===== src/rtl/mem_arb_pkg.sv =====
// Shared types and constants for the two-port memory arbiter.
package mem_arb_pkg;

    localparam int unsigned CNT_W     = 4;
    localparam int unsigned PORT_CORE = 0;
    localparam int unsigned PORT_LOAD = 1;

    typedef enum logic {
        ST_ARB    = 1'b0,
        ST_LOCKED = 1'b1
    } arb_state_t;

endpackage


===== src/rtl/mem_arb_age_ctr.sv =====
// Saturating count of cycles port 1 has been denied; at_max hands it priority.
module mem_arb_age_ctr
    import mem_arb_pkg::*;
#(
    parameter int unsigned MAX_WAIT = 4
) (
    input  logic clk,
    input  logic reset,
    input  logic inc,
    input  logic clr,
    output logic at_max
);

    logic [CNT_W-1:0] cnt;

    assign at_max = (cnt == CNT_W'(MAX_WAIT));

    always_ff @(posedge clk) begin
        if (!reset) begin
            cnt <= '0;
        end else if (clr) begin
            cnt <= '0;
        end else if (inc && !at_max) begin
            cnt <= cnt + CNT_W'(1);
        end
    end

endmodule


===== src/rtl/mem_arbiter.sv =====
// Single-port memory arbiter: core (port 0) vs loader/DMA (port 1) with burst lock.
// Define MEM_ARB_AGE_EN to add the port 1 aging counter (bounded wait of MAX_WAIT).
module mem_arbiter
    import mem_arb_pkg::*;
#(
    parameter int unsigned ADDR_W   = 8,
    parameter int unsigned DATA_W   = 16,
    parameter int unsigned MAX_WAIT = 4
) (
    input  logic              clk,
    input  logic              reset,
    input  logic              req0,
    input  logic              req1,
    input  logic              we0,
    input  logic              we1,
    input  logic [ADDR_W-1:0] addr0,
    input  logic [ADDR_W-1:0] addr1,
    input  logic [DATA_W-1:0] wdata0,
    input  logic [DATA_W-1:0] wdata1,
    input  logic              lock1,
    output logic              gnt0,
    output logic              gnt1,
    output logic              rvalid0,
    output logic              rvalid1,
    output logic [DATA_W-1:0] rdata,
    output logic [ADDR_W-1:0] mem_addr,
    output logic [DATA_W-1:0] mem_din,
    output logic              mem_we,
    input  logic [DATA_W-1:0] mem_dout
);

    arb_state_t state, state_nxt;
    logic       age_win;
    logic       win_load;
    logic       rv0_q, rv1_q;

`ifdef MEM_ARB_AGE_EN
    logic at_max;

    mem_arb_age_ctr #(.MAX_WAIT(MAX_WAIT)) u_age_ctr (
        .clk    (clk),
        .reset  (reset),
        .inc    (req1 & ~gnt1),
        .clr    (gnt1 | ~req1),
        .at_max (at_max)
    );

    assign age_win = at_max;
`else
    logic unused_max_wait;

    assign unused_max_wait = ^MAX_WAIT;
    assign age_win         = 1'b0;
`endif

    // Grant selection and lock tracking; grants held low while in reset.
    always_comb begin
        state_nxt = state;
        gnt0      = 1'b0;
        gnt1      = 1'b0;
        if (reset) begin
            case (state)
                ST_ARB: begin
                    if (req1 && (!req0 || age_win)) begin
                        gnt1 = 1'b1;
                        if (lock1) begin
                            state_nxt = ST_LOCKED;
                        end
                    end else if (req0) begin
                        gnt0 = 1'b1;
                    end
                end
                ST_LOCKED: begin
                    gnt1 = req1;
                    if (!lock1) begin
                        state_nxt = ST_ARB;
                    end
                end
                default: state_nxt = ST_ARB;
            endcase
        end
    end

    always_ff @(posedge clk) begin
        if (!reset) begin
            state <= ST_ARB;
            rv0_q <= 1'b0;
            rv1_q <= 1'b0;
        end else begin
            state <= state_nxt;
            rv0_q <= gnt0 & ~we0;
            rv1_q <= gnt1 & ~we1;
        end
    end

    // Port 0 fields are presented whenever port 1 is not the winner.
    assign win_load = (gnt1 ? 1'(PORT_LOAD) : 1'(PORT_CORE)) == 1'(PORT_LOAD);
    assign mem_addr = win_load ? addr1  : addr0;
    assign mem_din  = win_load ? wdata1 : wdata0;
    assign mem_we   = (gnt0 & we0) | (gnt1 & we1);

    // A read in flight when reset arrives is never reported.
    assign rvalid0 = rv0_q & reset;
    assign rvalid1 = rv1_q & reset;
    assign rdata   = mem_dout;

endmodule


===== config.mk =====
export PLATFORM = sky130hd
export DESIGN_NAME = mem_arbiter
export DESIGN_NICKNAME = d
export VERILOG_FILES = /design/src/rtl/mem_arb_pkg.sv /design/src/rtl/mem_arb_age_ctr.sv /design/src/rtl/mem_arbiter.sv
export SDC_FILE = /design/constraint.sdc
export NUM_CORES = 1
export LEC_CHECK = 0
export CORE_MARGIN = 2
export CORE_UTILIZATION = 21
export CTS_CLUSTER_DIAMETER = 60
export DETAILED_ROUTE_END_ITERATION = 8
export MAX_ROUTING_LAYER = met4
export PLACE_DENSITY = 0.89
export SLEW_MARGIN = 5
export SYNTH_ARGS = -nofsm -noshare
export SYNTH_HDL_FRONTEND = slang
export SYNTH_SLANG_ARGS = --single-unit

===== constraint.sdc =====
create_clock -name clk -period 2 [get_ports clk]
set_clock_uncertainty 0.15 [all_clocks]
set_input_delay 0.3 -clock clk [delete_from_list [all_inputs] [get_ports clk]]
set_output_delay 0.3 -clock clk [all_outputs]
set_load 0.005 [all_outputs]

==> impl_metrics.env, run 1 <==
export IMPL_wire_per_inst_um=13.8
export IMPL_fin_crit_sh_pct=100
export IMPL_tightest_slew_ps=168
export IMPL_period_minus_slack_ps=2010
export IMPL_synth_flop_cell="dfxtp_1"
export IMPL_n_antenna_cell=0
export IMPL_hold_viol_final=0
export IMPL_drive_gt1_share_pct=46.8
export IMPL_final_fill_count=286
export IMPL_rr_startpoint="state"
export IMPL_crit_chain="nand2b_4, and3_4, buf_8, buf_6, mux2_4, buf_6"
export IMPL_syn_avg_cell_area_um2=10.8
export IMPL_drc_errors=0
export IMPL_start_kind="flop"
export IMPL_dp_cells=173
export IMPL_power_switching_uw=115
export IMPL_timing_rr_end="rv1_q"
export IMPL_grt_usage_pct=13.8
export IMPL_synthesis_area_um2=659
export IMPL_cp_required_ps=1550
export IMPL_min_to="state"
export IMPL_syn_to_final_growth_pct=137
export IMPL_numCtsBuffers=3
export IMPL_p_int_uw=367
export IMPL_drt_wl_total_um=2560
export IMPL_clockBufferDepth=2
export IMPL_hp_class="in2reg"
export IMPL_die_h_um=60.0
export IMPL_syn_inst=61
export IMPL_dp_hpwl_um=2130
export IMPL_yosysSeqAreaShare_pct=9.11
export IMPL_yosys_top_cells_area="mux2_4 41%, buf_4 18%, mux2_2 10%"
export IMPL_setup_ws_ps=-7.67
export IMPL_synth_async_sr_flop_share_pct=0
export IMPL_p_seq_share_pct=13.1
export IMPL_grt_pass1_vias=779
export IMPL_yosys_area_top_type="mux2_4"
export IMPL_gp_congestion=0.736
export IMPL_synth_commonest_cells="18 x mux2_4, 16 x buf_4, 6 x mux2_2"
export IMPL_cp_max_fo=4
export IMPL_grt_overflow_total=0
export IMPL_violations="negative setup slack"
export IMPL_nets=213
export IMPL_drt_iter0_drc=16
export IMPL_ff2ff_setup_slack_ps=730
export IMPL_reg2reg_depth=5
export IMPL_antenna_found_initial=0
export IMPL_setup_violations=8
export IMPL_netlist_area_leader_share_pct=41.0
export IMPL_power_density_nw_per_um2=308
export IMPL_die_area_um2=3600
export IMPL_io_buffers=83
export IMPL_power_leakage_uw=0.000701
export IMPL_holdPathStages=3
export IMPL_drv_slew=0
export IMPL_boundaryPins=116
export IMPL_yosys_cell_count_top_type="mux2_4"
export IMPL_path_common_cell="buf_6"
export IMPL_power_frac_comb_pct=64.0
export IMPL_cp_slowest_cell="dfxtp_2"
export IMPL_crit_type="reg2out"
export IMPL_instances_no_fill=185
export IMPL_clk_latency_ps=240
export IMPL_grt_pass1_wl_um=3440
export IMPL_cts_root_buffer="clkbuf_4"
export IMPL_holdWs_ps=350
export IMPL_critPathCaptureType="primary output"
export IMPL_die_w_um=60.0
export IMPL_cts_tree="built"
export IMPL_seq_area_um2=61.3
export IMPL_hold_path_startpoint="req1"
export IMPL_synth_edff_count=0
export IMPL_p_clk_share_pct=22.9
export IMPL_htree_levels=1
export IMPL_grt_start_max_net_pins=9
export IMPL_multiInputGateArea_um2=439
export IMPL_crit_family="simple AND/OR/NAND/NOR gates"
export IMPL_drtAntennaViolNets=0
export IMPL_viasPerCell=4.02
export IMPL_cp_slowest_stage_delay_ps=320
export IMPL_ys_warn_count=0
export IMPL_vias=744
export IMPL_hold_buffers=0
export IMPL_switching_share_pct=23.9
export IMPL_status="finished with violations"
export IMPL_grt_setup_unrepaired="yes"
export IMPL_clk_pin_slew_worst_paths_ps=30
export IMPL_core_um2=3030
export IMPL_synth_nets=132
export IMPL_drv_cap=0
export IMPL_timing_critical_path_buf_inv=3
export IMPL_clock_sinks=3
export IMPL_fmax_mhz=498
export IMPL_critPathArrivalTime_ps=1560
export IMPL_row_count=20
export IMPL_relSlewSlack_pct=88.8
export IMPL_start_util_pct=21.8
export IMPL_dr_pass1_iters=2
export IMPL_ir_drop_mv=0.315
export IMPL_yosysUniqueCellTypes=17
export IMPL_synth_seq_cells=3
==> worst max-delay path by stage <==
stage	from	end	cells after the start
3_3_place_gp	req0	mem_din[12]	6
2_1_floorplan	state	mem_addr[4]	5
6_report	state	mem_din[12]	6
4_1_cts	state	mem_din[4]	6
3_5_place_dp	req0	mem_din[12]	6
5_1_grt	state	mem_addr[3]	6
==> metal layers <==
metal / global-route usage, % / routed length [um]
met1: 9.17 / 690
met2: 30.3 / 1590
met3: 4.55 / 235
met4: 4.76 / 35
met5: - / 0
==> registers in the layout, indices dropped and copies added, names as in the netlist <==
signal	flops
rv0_q	1
rv1_q	1
state	1
==> cells by family (layout without fill, tap and decap cells) <==
logic type	count (synthesis)	count (layout)	synth area share (%)
and+or+nand+nor	11	11	11.0
DFF	3	3	9.11
buffers and inverters	21	101	27.1
muxes	24	24	51.2
AOI/OAI and AO/OA	2	2	1.52
==> final cells by class <==
type                       instances  area share [%]
tap                               44            3.52
timing repair buffer              95            62.4
multi-input combinational         37            28.1
sequential                         3            3.92
inverter                           2           0.480
clock buffer                       4            1.68
==> timing repair <==
action                                  CTS  global route
buffers inserted                          8             0
gates resized for setup                 129             2
pin swaps                                 1             0
endpoints found under the setup margin   27            23
gates cloned                              2             0
==> worst min-delay path, delay by kind of cell <==
kind | cells | cell delay [ps]
buffers and inverters | 1 | 240
and+or+nand+nor | 1 | 80
AOI/OAI and AO/OA | 1 | 70
==> cells in the final DEF (no fill, tap or decap) <==
master,instances
buf_2,5
and3_4,1
nand2_1,1
mux2_4,23
dlygate4sd2_1,5
nand3b_1,1
clkbuf_2,1
buf_4,4
nand2b_4,1
and2_1,2
a21oi_1,2
inv_1,2
dfxtp_1,2
mux2_2,1
buf_6,21
clkdlybuf4s50_1,54
nor2b_1,1
clkbuf_4,3
nand3_1,1
dfxtp_2,1
nor2_1,2
nor3_1,1
clkbuf_1,1
buf_8,1
buf_12,4
==> power groups by stage <==
stage / Combinational (uW) / Sequential (uW) / Clock [uW]
6_report: 309 / 63.1 / 110
5_1_grt: 325 / 63.3 / 119
4_1_cts: 321 / 63.0 / 115
3_5_place_dp: 286 / 64.0 / 0
3_3_place_gp: 279 / 63.8 / 0
2_1_floorplan: 117 / 63.7 / 0
==> per-stage QoR <==
| step | utilization (%) | TNS (ps) | setup WS [ps] | total power [uW] | area (um2) |
|---|---|---|---|---|---|
| after floorplan | - | 0 | 359 | 180 | 659 |
| after global placement | 46.8 | -11540 | -487 | 343 | 1420 |
| after detailed placement | 46.8 | -12210 | -521 | 350 | 1420 |
| after CTS | 53.5 | -326 | -34.8 | 499 | 1620 |
| after global routing | 51.7 | -492 | -46.8 | 508 | 1570 |
| final | 51.7 | -41.5 | -7.67 | 482 | 1570 |
No activity file was read; power rests on OpenSTA's default activity.
==> run 2, diff against run 1 <==
PLACE_DENSITY = 0.86   (was 0.89)
==> run 2 against run 1 <==
Net effect:
- flip-flop and latch count is the same
- combinational power increased by 6.5%
- the run still ends with negative setup slack left
- die area is the same
- first-iteration DRC count is 25% lower
- critical path type unchanged
- critical path depth did not move
- cell count rose by 2.2%
- power increased by 4.8%
- largest power group unchanged
- global-route usage increased by 0.78 points
- clock power rose by 4%
- core utilization rose by 2.7 points
- sequential share of layout area fell by 0.19 points
==> impl_metrics.env, run 2 (synthesized netlist as in run 1, its figures left out) <==
export IMPL_row_count=20
export IMPL_grt_usage_pct=14.5
export IMPL_grt_start_max_net_pins=6
export IMPL_drv_cap=0
export IMPL_period_minus_slack_ps=2010
export IMPL_clockBufferDepth=2
export IMPL_gp_congestion=0.768
export IMPL_start_kind="flop"
export IMPL_grt_setup_unrepaired="yes"
export IMPL_drive_gt1_share_pct=48.3
export IMPL_cp_slowest_stage_delay_ps=320
export IMPL_core_um2=3030
export IMPL_setup_violations=7
export IMPL_die_h_um=60.0
export IMPL_cp_slowest_cell="dfxtp_2"
export IMPL_top_regs="rv0_q: 1 flops, rv1_q: 1 flops, state: 1 flops"
export IMPL_relSlewSlack_pct=85.4
export IMPL_fin_util_pct=54.4
export IMPL_drc_errors=0
export IMPL_final_fill_count=272
export IMPL_numCtsBuffers=3
export IMPL_setup_ws_ps=-11.2
export IMPL_io_buffers=83
export IMPL_fmax_mhz=497
export IMPL_wire_per_inst_um=14.4
export IMPL_critPathArrivalTime_ps=1560
export IMPL_drv_slew=0
export IMPL_hp_class="in2reg"
export IMPL_drt_wl_total_um=2730
export IMPL_cp_required_ps=1550
export IMPL_holdWs_ps=409
export IMPL_reg2reg_depth=4
export IMPL_path_depth=6
export IMPL_drtAntennaViolNets=0
export IMPL_n_antenna_cell=0
export IMPL_fin_crit_sh_pct=101
export IMPL_grt_overflow_total=0
export IMPL_tightest_slew_ps=217
export IMPL_die_w_um=60.0
export IMPL_antenna_found_initial=0
export IMPL_cp_max_fo=5
export IMPL_syn_to_final_growth_pct=150
export IMPL_holdPathStages=4
export IMPL_postPlaceCellArea_um2=1460
export IMPL_final_common_cell="clkdlybuf4s50_1"
export IMPL_violations="negative setup slack"
export IMPL_cts_tree="built"
export IMPL_vias=760
export IMPL_dp_hpwl_um=2220
export IMPL_drt_iter0_drc=12
export IMPL_grt_pass1_wl_um=3620
export IMPL_clk_pin_slew_worst_paths_ps=40
export IMPL_power_leakage_uw=0.000752
export IMPL_fin_area_um2=1650
export IMPL_layout_common_cells="54 x clkdlybuf4s50_1, 30 x buf_6, 24 x mux2_4"
export IMPL_dr_pass1_iters=2
export IMPL_start_util_pct=21.8
export IMPL_clock_sinks=3
export IMPL_ir_drop_mv=0.211
export IMPL_power_density_nw_per_um2=307
export IMPL_p_total_uw=505
export IMPL_timing_critical_path_buf_inv=3
export IMPL_hold_viol_final=0
export IMPL_nets=217
export IMPL_status="finished with violations"
export IMPL_critPathCaptureType="primary output"
export IMPL_grt_pass1_vias=791
export IMPL_die_area_um2=3600
export IMPL_path_common_cell="buf_6"
export IMPL_crit_family="buffers and inverters"
export IMPL_tns_ps=-42.5
export IMPL_cts_root_buffer="clkbuf_4"
export IMPL_boundaryPins=116
export IMPL_viasPerCell=4.02
export IMPL_crit_chain="nand2b_4, and3_4, buf_6, buf_8, mux2_4, buf_6"
export IMPL_clk_latency_ps=240
export IMPL_htree_levels=1
export IMPL_crit_type="reg2out"
run 2: tightest hold or removal path: stages:
cell           delay (ps)
dlygate4sd2_1         220
buf_4                 120
a21oi_1                60
nor2_1                 70
run 2: final timing paths:
| path | end | from | slack (ps) |
|---|---|---|---|
| hold / removal | state | req1 | 410 |
| hold reg to reg | state | state | 430 |
| setup / recovery | mem_din[2] | state | -10 |
| setup reg to reg | rv1_q | state | 860 |
run 2: timing repair:
item	in CTS	in global routing
setup buffers	9	0
cloned	1	0
hold buffers	0	0
pin swaps	1	0
endpoints found under the hold margin	0	0
resized for setup	133	10
endpoints found under the setup margin	27	25
run 2: power by group:
part / leakage (uW) / switching [uW] / internal, uW / total [uW]
Sequential: 0.0000249 / 0.694 / 62.4 / 63.1
Combinational: 0.000712 / 83.1 / 245 / 329
Clock: 0.0000150 / 38.4 / 75.2 / 114
Total: 0.000752 / 122 / 383 / 505
run 2: cell type report:
type,instances,area (um2),share of cell area [%]
multi-input combinational,37,443,26.9
tap,44,55.1,3.34
sequential,3,61.3,3.72
inverter,2,7.51,0.456
timing repair buffer,99,1050,64.0
clock buffer,4,26.3,1.60
run 2: layer usage:
layer  vias up  part of all wire (%)  track usage [%]
met4         0                  0.51             6.35
met2        51                    63             31.5
met3         2                   7.5             3.25
li1        361                     -                -
met5         -                     0                -
met1       346                    29             10.5
run 2: metrics by stage:
stage               setup WS (ps)  std cells
finish                      -11.2        189
global route                -85.7        189
CTS                          -101        191
detailed placement           -560        177
global placement             -518        177
floorplan                     359         61
